**src/rtl/multdiv_arb_pkg.sv**
```systemverilog
// Shared types and constants for the multdiv request arbiter.
// The top module's optional WAIT watchdog is enabled by MULTDIV_ARB_TIMEOUT_EN.
package multdiv_arb_pkg;

  localparam int DATA_W = 32;

  localparam logic OP_MULT = 1'b0;
  localparam logic OP_DIV  = 1'b1;

  typedef enum logic [1:0] {
    ST_IDLE  = 2'd0,
    ST_ISSUE = 2'd1,
    ST_WAIT  = 2'd2,
    ST_RESP  = 2'd3
  } arb_state_t;

endpackage

```
**src/rtl/rr_arbiter_2.sv**
```systemverilog
// Two-way round-robin grant.
// The pointer names the favoured requester and moves past the one just served.
module rr_arbiter_2 (
  input  logic       clock,
  input  logic       reset_n,
  input  logic [1:0] req_valid,
  input  logic       advance,
  input  logic       served,
  output logic [1:0] grant,
  output logic       ptr
);

  logic ptr_q;

  always_ff @(posedge clock or negedge reset_n) begin
    if (!reset_n) begin
      ptr_q <= 1'b0;
    end else if (advance) begin
      ptr_q <= ~served;
    end
  end

  // The favoured side wins a tie; a lone request always wins.
  assign grant[0] = req_valid[0] & (~ptr_q | ~req_valid[1]);
  assign grant[1] = req_valid[1] & ( ptr_q | ~req_valid[0]);
  assign ptr      = ptr_q;

endmodule

```
**src/rtl/multdiv_arbiter.sv**
```systemverilog
// Two-client round-robin arbiter/sequencer in front of one multdiv unit.
// Optional WAIT watchdog: define MULTDIV_ARB_TIMEOUT_EN (limit TIMEOUT_CYCLES).
module multdiv_arbiter
  import multdiv_arb_pkg::*;
#(
  parameter int unsigned TIMEOUT_CYCLES = 64
) (
  input  logic              clock,
  input  logic              reset_n,
  input  logic              rq0_valid,
  output logic              rq0_ready,
  input  logic              rq0_op,
  input  logic [DATA_W-1:0] rq0_a,
  input  logic [DATA_W-1:0] rq0_b,
  input  logic              rq1_valid,
  output logic              rq1_ready,
  input  logic              rq1_op,
  input  logic [DATA_W-1:0] rq1_a,
  input  logic [DATA_W-1:0] rq1_b,
  output logic              rsp0_valid,
  input  logic              rsp0_ready,
  output logic [DATA_W-1:0] rsp0_result,
  output logic              rsp0_exception,
  output logic              rsp1_valid,
  input  logic              rsp1_ready,
  output logic [DATA_W-1:0] rsp1_result,
  output logic              rsp1_exception,
  output logic [DATA_W-1:0] data_operandA,
  output logic [DATA_W-1:0] data_operandB,
  output logic              ctrl_MULT,
  output logic              ctrl_DIV,
  input  logic [DATA_W-1:0] data_result,
  input  logic              data_exception,
  input  logic              data_resultRDY,
  output arb_state_t        dbg_state,
  output logic              dbg_ptr
);

  // Handshakes: a transfer happens on a rising edge where valid and ready are
  // both high. rqN_ready is combinational from rqN_valid (IDLE only); once
  // rspN_valid rises, it and its data hold until rspN_ready completes it.

  arb_state_t        state_q, state_d;
  logic [1:0]        grant;
  logic              accept, rdy_take, resp_done;
  logic              gnt_id_q, op_q, exc_q;
  logic [DATA_W-1:0] a_q, b_q, result_q;

`ifdef MULTDIV_ARB_TIMEOUT_EN
  localparam int TW = ($clog2(TIMEOUT_CYCLES) > 8) ? $clog2(TIMEOUT_CYCLES) : 8;
  localparam logic [TW-1:0] TIMEOUT_LAST = TW'(TIMEOUT_CYCLES - 1);
  logic [TW-1:0] wait_cnt_q;
  logic          timeout_hit;
`endif

  rr_arbiter_2 u_rr (
    .clock     (clock),
    .reset_n   (reset_n),
    .req_valid ({rq1_valid, rq0_valid}),
    .advance   (resp_done),
    .served    (gnt_id_q),
    .grant     (grant),
    .ptr       (dbg_ptr)
  );

  always_ff @(posedge clock or negedge reset_n) begin
    if (!reset_n) begin
      state_q <= ST_IDLE;
    end else begin
      state_q <= state_d;
    end
  end

  always_comb begin
    state_d   = state_q;
    accept    = 1'b0;
    rdy_take  = 1'b0;
    resp_done = 1'b0;
`ifdef MULTDIV_ARB_TIMEOUT_EN
    timeout_hit = 1'b0;
`endif
    case (state_q)
      ST_IDLE: begin
        if (rq0_valid || rq1_valid) begin
          accept  = 1'b1;
          state_d = ST_ISSUE;
        end
      end
      // RDY is not looked at here so a stale RDY from the last op is ignored.
      ST_ISSUE: state_d = ST_WAIT;
      ST_WAIT: begin
        if (data_resultRDY) begin
          rdy_take = 1'b1;
          state_d  = ST_RESP;
        end
`ifdef MULTDIV_ARB_TIMEOUT_EN
        else if (wait_cnt_q == TIMEOUT_LAST) begin
          timeout_hit = 1'b1;
          state_d     = ST_RESP;
        end
`endif
      end
      ST_RESP: begin
        if (gnt_id_q ? rsp1_ready : rsp0_ready) begin
          resp_done = 1'b1;
          state_d   = ST_IDLE;
        end
      end
      default: state_d = ST_IDLE;
    endcase
  end

  always_ff @(posedge clock or negedge reset_n) begin
    if (!reset_n) begin
      gnt_id_q <= 1'b0;
      op_q     <= OP_MULT;
      a_q      <= '0;
      b_q      <= '0;
      result_q <= '0;
      exc_q    <= 1'b0;
    end else begin
      if (accept) begin
        gnt_id_q <= grant[1];
        op_q     <= grant[1] ? rq1_op : rq0_op;
        a_q      <= grant[1] ? rq1_a  : rq0_a;
        b_q      <= grant[1] ? rq1_b  : rq0_b;
      end
      if (rdy_take) begin
        result_q <= data_result;
        exc_q    <= data_exception;
      end
`ifdef MULTDIV_ARB_TIMEOUT_EN
      else if (timeout_hit) begin
        result_q <= '0;
        exc_q    <= 1'b1;
      end
`endif
    end
  end

`ifdef MULTDIV_ARB_TIMEOUT_EN
  always_ff @(posedge clock or negedge reset_n) begin
    if (!reset_n) begin
      wait_cnt_q <= '0;
    end else if (state_q == ST_ISSUE) begin
      wait_cnt_q <= '0;
    end else if (state_q == ST_WAIT) begin
      wait_cnt_q <= wait_cnt_q + 1'b1;
    end
  end
`endif

  assign rq0_ready      = accept & grant[0];
  assign rq1_ready      = accept & grant[1];
  assign ctrl_MULT      = (state_q == ST_ISSUE) && (op_q == OP_MULT);
  assign ctrl_DIV       = (state_q == ST_ISSUE) && (op_q == OP_DIV);
  assign data_operandA  = a_q;
  assign data_operandB  = b_q;
  assign rsp0_valid     = (state_q == ST_RESP) && !gnt_id_q;
  assign rsp1_valid     = (state_q == ST_RESP) &&  gnt_id_q;
  assign rsp0_result    = result_q;
  assign rsp1_result    = result_q;
  assign rsp0_exception = exc_q;
  assign rsp1_exception = exc_q;
  assign dbg_state      = state_q;

endmodule

```
**config.mk**
```make
export PLATFORM = sky130hd
export DESIGN_NAME = multdiv_arbiter
export DESIGN_NICKNAME = d
export VERILOG_FILES = /design/src/rtl/multdiv_arb_pkg.sv /design/src/rtl/rr_arbiter_2.sv /design/src/rtl/multdiv_arbiter.sv
export SDC_FILE = /design/constraint.sdc
export NUM_CORES = 1
export LEC_CHECK = 0
export CORE_UTILIZATION = 25
export CTS_CLUSTER_SIZE = 25
export DETAILED_ROUTE_END_ITERATION = 8
export SETUP_SLACK_MARGIN = 0.4
export SYNTH_ARGS = -nofsm -noshare
export SYNTH_HDL_FRONTEND = slang
export SYNTH_SLANG_ARGS = --single-unit
export TNS_END_PERCENT = 10
```
**constraint.sdc**
```tcl
create_clock -name clock -period 2.3 [get_ports clock]
set_clock_uncertainty 0.1 [all_clocks]
set_input_delay 0.345 -clock clock [delete_from_list [all_inputs] [get_ports clock]]
set_output_delay 0.345 -clock clock [all_outputs]
set_load 0.005 [all_outputs]
```
==> results.cfg <==
[logic_synthesis]
synth_area_leader_cell = dfrtp_1
synthDistinctLibCells = 28
synth_top_area_share = 0.520
synth-seq-cells = 102
avgSynthCellArea_sq_um = 9.71
synth-edff-count = 0
synth_flop_cell = dfrtp_1
syn_area_sq_um = 4900
yosysWarnings = 0
synth_area_leaders = dfrtp_1, a31oi_1, mux2_2
synthCells = 505
yosysSeqAreaShare = 0.520
async_reset_ff_frac = 1.00
syn_nets = 679

[worst_setup_path]
worstSetupPathType = reg2out
critPathArrivalTime_ns = 1.45
required_ns = 1.86
worst_setup_path_start_kind = flip-flop
crit_path_end_kind = primary output
critPathMaxFanout = 6

[global_route]
grt-ovfl-total = 0
first_global_vias = 4720
grt_max_degree = 67
grt_pass1_wl_mm = 27.3
antenna_found_initial = 2
grt_usage = 0.178

[outcome]
status = completed

[job]
maxCapViolCount = 0

[layout]
nNetsFinal = 945
area_growth_pct = 73.1
drive_gt1_frac = 0.122
final_area_sq_um = 8490

[floorplan]
initial_core_util = 0.259
num_rows = 50
ios = 309
dieHeight_um = 142
die_w_um = 142
fp.coreArea_sq_um = 19000
die-area_sq_um = 20200

[timing]
fmax_mhz = 529
period_share = 0.822
worst_pin_slew_ns = 0.550
rsz0062_at_grt = true
maxSlewHeadroom = 0.633
fin_tns_setup_ns = 0
final_hold_viol_count = 0
final-setup-viol-count = 0
min_period_ns = 1.89
layout_setup_ws_ns = 0.409
slew_viol_final = 0

[routing]
routed_wl_mm = 18.0
via_per_inst = 4.69
drtPass1Iterations = 5
num_vias = 4866
ant_nets = 0
wl_per_cell_um = 17.4
drcViolationCount = 0
dr.first_iter.drc_count = 177

[placed_design]
dp.final_hpwl_mm = 12.8
placed_cell_area_sq_um = 8060
gp_congestion = 0.754
portBuffers = 308
dp_slack_ns = -0.0546

[power_and_ir_drop]
p_leak_nw = 3.33
powerDensity_nw_per_um2 = 1210
ir_drop_mv = 0.392
power_w = 0.0103

[clock_network]
cts_tree = done
cts.path.max_buffers = 2
clk_latency_ns = 0.34
cts_sinks = 102
root_buffer = clkbuf_16
path_clk_slew_ns = 0.08
cts_buffers = 9
htreeDepth = 3

[worst_hold_path]
hold_class = in2async
[cell type report]
cell class | instances | area, sq um
multi-input combinational | 320 | 1940
clock buffer | 9 | 225
fill | 1859 | 10500
tap | 260 | 325
antenna | 1 | 2.50
sequential | 102 | 2550
inverter | 4 | 15.0
clock inverter | 7 | 80.1
timing repair buffer | 334 | 3350
[metrics by stage]
step,instances,hold slack [ns],utilization
5_1_grt,1037,0.381,0.448
4_1_cts,1035,0.347,0.446
6_report,1037,0.366,0.448
3_3_place_gp,1013,0.189,0.425
2_1_floorplan,505,-0.0506,-
3_5_place_dp,1013,0.193,0.425
[flip-flops by register name (all words and copies together), names as in the netlist]
| register | flops |
|---|---|
| u_rr.ptr | 1 |
| rsp0_exception | 1 |
| data_operandB | 32 |
| gnt_id_q | 1 |
| rsp0_result | 32 |
| dbg_state | 2 |
| data_operandA | 32 |
| op_q | 1 |
[repair_timing]
action | CTS | global route
pin swaps | 1 | 2
setup endpoints to repair | 72 | 68
endpoints found under the hold margin | 21 | 0
resized for setup | 23 | 11
buffers inserted | 5 | 1
hold buffers | 1 | 0
[cell usage in the layout, fill, tap and decap left out, drive strengths merged, types with 4 or more instances in the layout]
master and instances:
a21oi 67, a31oi 65, buf 27, clkbuf 10
clkdlybuf4s15 5, clkdlybuf4s50 298, dfrtp 102, ha 4
inv 7, mux2 34, nand2 4, nor2 67
o21ai 67
[cells by family after synthesis]
kind of cell    after synthesis  share of synthesized area
mux                          35                     0.0801
compound gates              203                      0.227
flops                       102                      0.520
fa+ha+maj                     4                     0.0102
buf+inv                      83                     0.0980
simple gates                 78                     0.0640
[metal layers]
| layer | vias up | share of wire | wire, um | track usage |
|---|---|---|---|---|
| met1 | 2308 | 0.41 | 7360 | 0.222 |
| met3 | 26 | 0.086 | 1550 | 0.0525 |
| li1 | 2301 | - | - | - |
| met2 | 229 | 0.48 | 8670 | 0.291 |
| met5 | - | 0.00056 | 10 | 0 |
| met4 | 2 | 0.024 | 428 | 0.0623 |
[where the power goes]
group / switching (W) / internal [W] / total (W)
clock: 0.000732 / 0.000861 / 0.00159
sequential: 0.000572 / 0.00272 / 0.00329
combinational: 0.00207 / 0.00336 / 0.00543
[synth_stat cells (2+ instances only)]
master	count
nor2b_1	2
nor2_1	67
ha_1	4
dfrtp_1	102
a21oi_1	67
clkbuf_1	15
mux2_2	33
o21ai_1	59
buf_2	21
nand2_1	4
buf_1	5
o21ai_0	7
a31oi_1	65
buf_4	38
inv_1	3
[worst max-delay path, stage by stage, from the launching register on]
cell and delay, ns:
dfrtp_1 0.41, buf_6 0.13, ha_4 0.17, and2b_2 0.19, clkdlybuf4s15_1 0.20
[worst paths after layout]
check | start | end | slack [ns] | cells past startpoint
worst max-delay path | dbg_state[1]$_DFFE_PN0P_ | rsp0_valid | 0.41 | 4
worst min-delay path | reset_n | data_operandB[8]$_DFFE_PN0P_ | 0.37 | 2
worst max register to register | dbg_state[1]$_DFFE_PN0P_ | dbg_state[1]$_DFFE_PN0P_ | 0.47 | 6
worst min register to register | data_operandA[4]$_DFFE_PN0P_ | data_operandA[4]$_DFFE_PN0P_ | 0.42 | 2
max in group asynchronous | reset_n | u_rr.ptr$_DFFE_PN0P_ | 1.06 | 3
min in group clock | rq1_valid | data_operandB[31]$_DFFE_PN0P_ | 0.37 | 3
Power figures use the tool's default switching activity.
